**config.mk**
```make
export PLATFORM = sky130hd
export DESIGN_NAME = async_fifo_rd_ctrl
export DESIGN_NICKNAME = d
export VERILOG_FILES = /design/src/rtl/async_fifo_rd_ctrl.sv
export SDC_FILE = /design/constraint.sdc
export NUM_CORES = 1
export LEC_CHECK = 0
export ABC_AREA = 0
export CELL_PAD_IN_SITES_DETAIL_PLACEMENT = 0
export CELL_PAD_IN_SITES_GLOBAL_PLACEMENT = 2
export CORE_AREA = 2 2 68 70
export CTS_BUF_LIST = sky130_fd_sc_hd__clkbuf_4 sky130_fd_sc_hd__clkbuf_8
export DETAILED_ROUTE_END_ITERATION = 7
export DIE_AREA = 0 0 70 72
export PLACE_DENSITY = 0.81
export SLEW_MARGIN = 20
export SYNTH_ARGS = -nofsm -noshare
export SYNTH_HDL_FRONTEND = slang
export SYNTH_SLANG_ARGS = --single-unit
```
**constraint.sdc**
```tcl
create_clock -name r_clk -period 4 [get_ports r_clk]
set_input_delay 0.6 -clock r_clk [delete_from_list [all_inputs] [get_ports r_clk]]
set_output_delay 0.6 -clock r_clk [all_outputs]
set_load 0.005 [all_outputs]
```
**src/rtl/async_fifo_rd_ctrl.sv**
```systemverilog
// Read-side controller of the asynchronous FIFO: read pointer, Gray pointer export,
// write-pointer synchroniser and registered empty / almost-empty / level / underflow.
module async_fifo_rd_ctrl #(
  parameter int ADDR_W      = 5,
  parameter int SYNC_STAGES = 2,
  parameter int AE_THRESH   = 4
) (
  input  logic              r_clk,
  input  logic              r_reset,
  input  logic              r_en,
  input  logic [ADDR_W:0]   w_ptr_gray,
  output logic [ADDR_W-1:0] r_addr,
  output logic [ADDR_W:0]   r_ptr_gray,
  output logic              empty,
  output logic              almost_empty,
  output logic [ADDR_W:0]   r_level,
  output logic              underflow
);

  localparam int PW = ADDR_W + 1;
  localparam logic [ADDR_W:0] AE_LIM = PW'(AE_THRESH);

  function automatic logic [ADDR_W:0] bin2gray(input logic [ADDR_W:0] b);
    return b ^ (b >> 1);
  endfunction

  function automatic logic [ADDR_W:0] gray2bin(input logic [ADDR_W:0] g);
    logic [ADDR_W:0] b;
    b[ADDR_W] = g[ADDR_W];
    for (int i = ADDR_W - 1; i >= 0; i--) b[i] = b[i+1] ^ g[i];
    return b;
  endfunction

  logic [ADDR_W:0] r_bin;
  logic [ADDR_W:0] r_sync [SYNC_STAGES];

  logic            w_rd_ok;
  logic [ADDR_W:0] w_bin_next;
  logic [ADDR_W:0] w_gray_next;
  logic [ADDR_W:0] w_wq;
  logic [ADDR_W:0] w_bin_s;
  logic [ADDR_W:0] w_level_next;

  assign w_rd_ok      = r_en & ~empty;
  assign w_bin_next   = r_bin + {{ADDR_W{1'b0}}, w_rd_ok};
  assign w_gray_next  = bin2gray(w_bin_next);
  assign w_wq         = r_sync[SYNC_STAGES-1];
  assign w_bin_s      = gray2bin(w_wq);
  // Status is judged against the post-read pointer so a read is reflected at once.
  assign w_level_next = w_bin_s - w_bin_next;

  always_ff @(posedge r_clk or posedge r_reset) begin
    if (r_reset) begin
      r_bin        <= '0;
      r_ptr_gray   <= '0;
      for (int i = 0; i < SYNC_STAGES; i++) r_sync[i] <= '0;
      empty        <= 1'b1;
      almost_empty <= 1'b1;
      r_level      <= '0;
      underflow    <= 1'b0;
    end else begin
      r_bin        <= w_bin_next;
      r_ptr_gray   <= w_gray_next;
      r_sync[0]    <= w_ptr_gray;
      for (int i = 1; i < SYNC_STAGES; i++) r_sync[i] <= r_sync[i-1];
      empty        <= (w_gray_next == w_wq);
      almost_empty <= (w_level_next <= AE_LIM);
      r_level      <= w_level_next;
      underflow    <= r_en & empty;
    end
  end

  assign r_addr = r_bin[ADDR_W-1:0];

endmodule

```
==> impl_metrics.ini <==
[detailed_routing]
viasPerCell = 4.393
drt-total-wl_um = 2402
firstDrtPassIters = 2
ant_nets = 0
drcViolationCount = 0
wl_per_cell_um = 11.95
drt_iter0_markers = 34
vias = 883

[sta]
finalCritPeriodShare_pct = 80.83
holdWs_ns = 0.3489
finalSetupTns_ns = 0
final_max_slew_viol_count = 0
fmaxAchievable_mhz = 309.3
setup_viol = 0
skew_ns = 0.001846
tightestPinTransition_ns = 0.5380
fin_crit_ns = 3.233
hold_viol_final = 0
relSlewSlack_pct = 64.10
grt_setup_unrepaired = no

[logic_synthesis]
async_flop_share_pct = 100.0
syn_area_sq_um = 1439
synthCells = 113
syn_nets = 129
postSynthAreaPerCell_sq_um = 12.73
ys_seq_area_share_pct = 55.83
ys_seq_elements = 32
synth_area_leaders = dfrtp_1 52%, xnor2_1 7.3%, xor2_1 7.3%
yosysUniqueCellTypes = 30
yosysTopAreaCell = dfrtp_1
yosysTopAreaCellShare_pct = 52.17
synth_edf_count = 0
yosysWarnings = 0
synth_flop_cell = dfrtp_1

[final_layout]
syn_to_final_growth_pct = 30.00
final_cell_mix = 30 x dfrtp_1, 28 x clkdlybuf4s50_1, 12 x inv_1, 12 x xnor2_1, 12 x xor2_1
antenna-diode-count = 0
final_common_cell = dfrtp_1
fin_area_sq_um = 1871
fill_cells = 404
layout-drive-gt1-share_pct = 11.41
multi_input_area_sq_um = 558.0
stdcell_count = 201
register_area_sq_um = 803.3
utilization_pct = 43.87
layout.nets = 164

[critical_path]
rr_endpoint = almost_empty
required_ns = 4.19
r2r_start = w_wq[5]
path_max_fanout = 6
worstPathArrival_ns = 3.42
end_kind = flop
path_class = flop to flop
r2r_cells = 10
rrSetupSlack_ns = 0.77
cp-start-kind = flop

[floorplanning]
die_w_um = 70
dieArea_sq_um = 5040
core-area_sq_um = 4264
pin_count = 29
die_h_um = 72
start_util_pct = 33.74
num_rows = 24

[clock_tree]
postCtsHoldBufs = 0
ctsResizeCount = 0
cts_sinks = 32
clockBufferDepth = 2
insertion_delay_ns = 0.28
post_cts_buffers = 0
cts-root-buf = clkbuf_8
cts_tree = built
clk_pin_slew_ns = 0.07
htreeDepth = 2
numCtsBuffers = 5

[placement]
io_buffers = 28
hpwlAfterDp_um = 1813
place_area_sq_um = 1759
dpl.cell_count = 193
gp_congestion = 0.7740

[run]
drv_cap = 0

[global_route]
met3_usage_pct = 3.750
grt_max_degree = 33
grt_pass1_vias = 918
grt_use_met1_pct = 11.82
track_usage_pct = 10.72
grt-busiest-layer = met2
antenna_found_initial = 0
grt_pass1_wl_um = 4153
grtUsageMet2_pct = 18.31
grt.overflow.total = 0

[hold_path]
worstHoldPathType = flop to flop
min_to = w_wq[1]
hold_start = r_sync[7]
min_path_cells = 0

[pwr]
leakagePower_nw = 0.8215
vdd_ir_drop_max_mv = 0.4065
power_density_nw_per_um2 = 879.8

[outcome]
outcome = finished, final reports clean
==> registers in the layout, indices dropped and copies added, names as in the netlist <==
signal        count
r_bin             6
r_level           6
r_sync            6
w_wq              6
r_ptr_gray        5
almost_empty      1
empty             1
underflow         1
==> critical path, cell delays in order, from the launching register on <==
cell	delay [ns]
dfrtp_1	0.44
xnor2_2	0.21
xnor2_2	0.38
xor2_1	0.34
xor2_1	0.12
ha_1	0.24
fa_1	0.47
maj3_1	0.38
o21bai_1	0.16
xor2_1	0.12
nor4_2	0.27
==> per-stage QoR <==
step           setup WS [ns]  power [mW]
3_3_place_gp          0.7468       1.344
5_1_grt               0.5091       1.777
4_1_cts               0.7338       1.670
2_1_floorplan          1.069       1.087
3_5_place_dp          0.6666       1.352
6_report              0.7669       1.646
==> cell usage after synthesis, types with 2 or more instances <==
cell / count
nand3_1: 3
nand2_1: 6
nor2_1: 3
xnor2_2: 2
nor3_1: 4
ha_1: 6
inv_1: 12
a21oi_1: 3
dfstp_2: 2
xnor2_1: 12
dfrtp_1: 30
xor2_1: 12
==> per-layer routing <==
metal,vias up,share of wire [%]
met2,20,50
met4,0,2.2
met1,428,42
li1,428,-
met3,7,5.7
met5,-,0
==> final cells by class <==
| cell class | instances | share of cell area (%) |
|---|---|---|
| sequential | 32 | 42.94 |
| multi-input combinational | 68 | 29.83 |
| timing repair buffer | 29 | 15.38 |
| clock buffer | 5 | 3.679 |
| tap | 52 | 3.478 |
| inverter | 12 | 2.408 |
| clock inverter | 3 | 2.274 |
==> power breakdown <==
group	internal [mW]	leakage (nW)	switching, mW	total [mW]
logic	0.435	0.395	0.414	0.849
clock network	0.184	0.0541	0.116	0.300
registers	0.437	0.373	0.0600	0.497
==> worst max-delay path by stage <==
stage / start / end / slack (ns) / depth (start not counted)
after global placement: r_en / almost_empty / 0.75 / 11
after CTS: w_wq[5] / almost_empty / 0.73 / 10
after detailed placement: r_en / almost_empty / 0.67 / 9
after floorplan: w_wq[5] / almost_empty / 1.07 / 10
after global routing: w_wq[5] / almost_empty / 0.51 / 10
final: w_wq[5] / almost_empty / 0.77 / 10
==> logic make-up (layout without fill, tap and decap cells) <==
logic type | count (synthesis) | in the layout | synth area share, %
fa+ha+maj | 9 | 9 | 8.087
compound gates | 10 | 10 | 4.609
simple gates | 21 | 21 | 7.392
xor+xnor | 27 | 27 | 18.00
flops | 32 | 32 | 55.83
buf+inv | 13 | 49 | 5.391
mux | 1 | 1 | 0.6957
(Power assumes the default switching activity.)
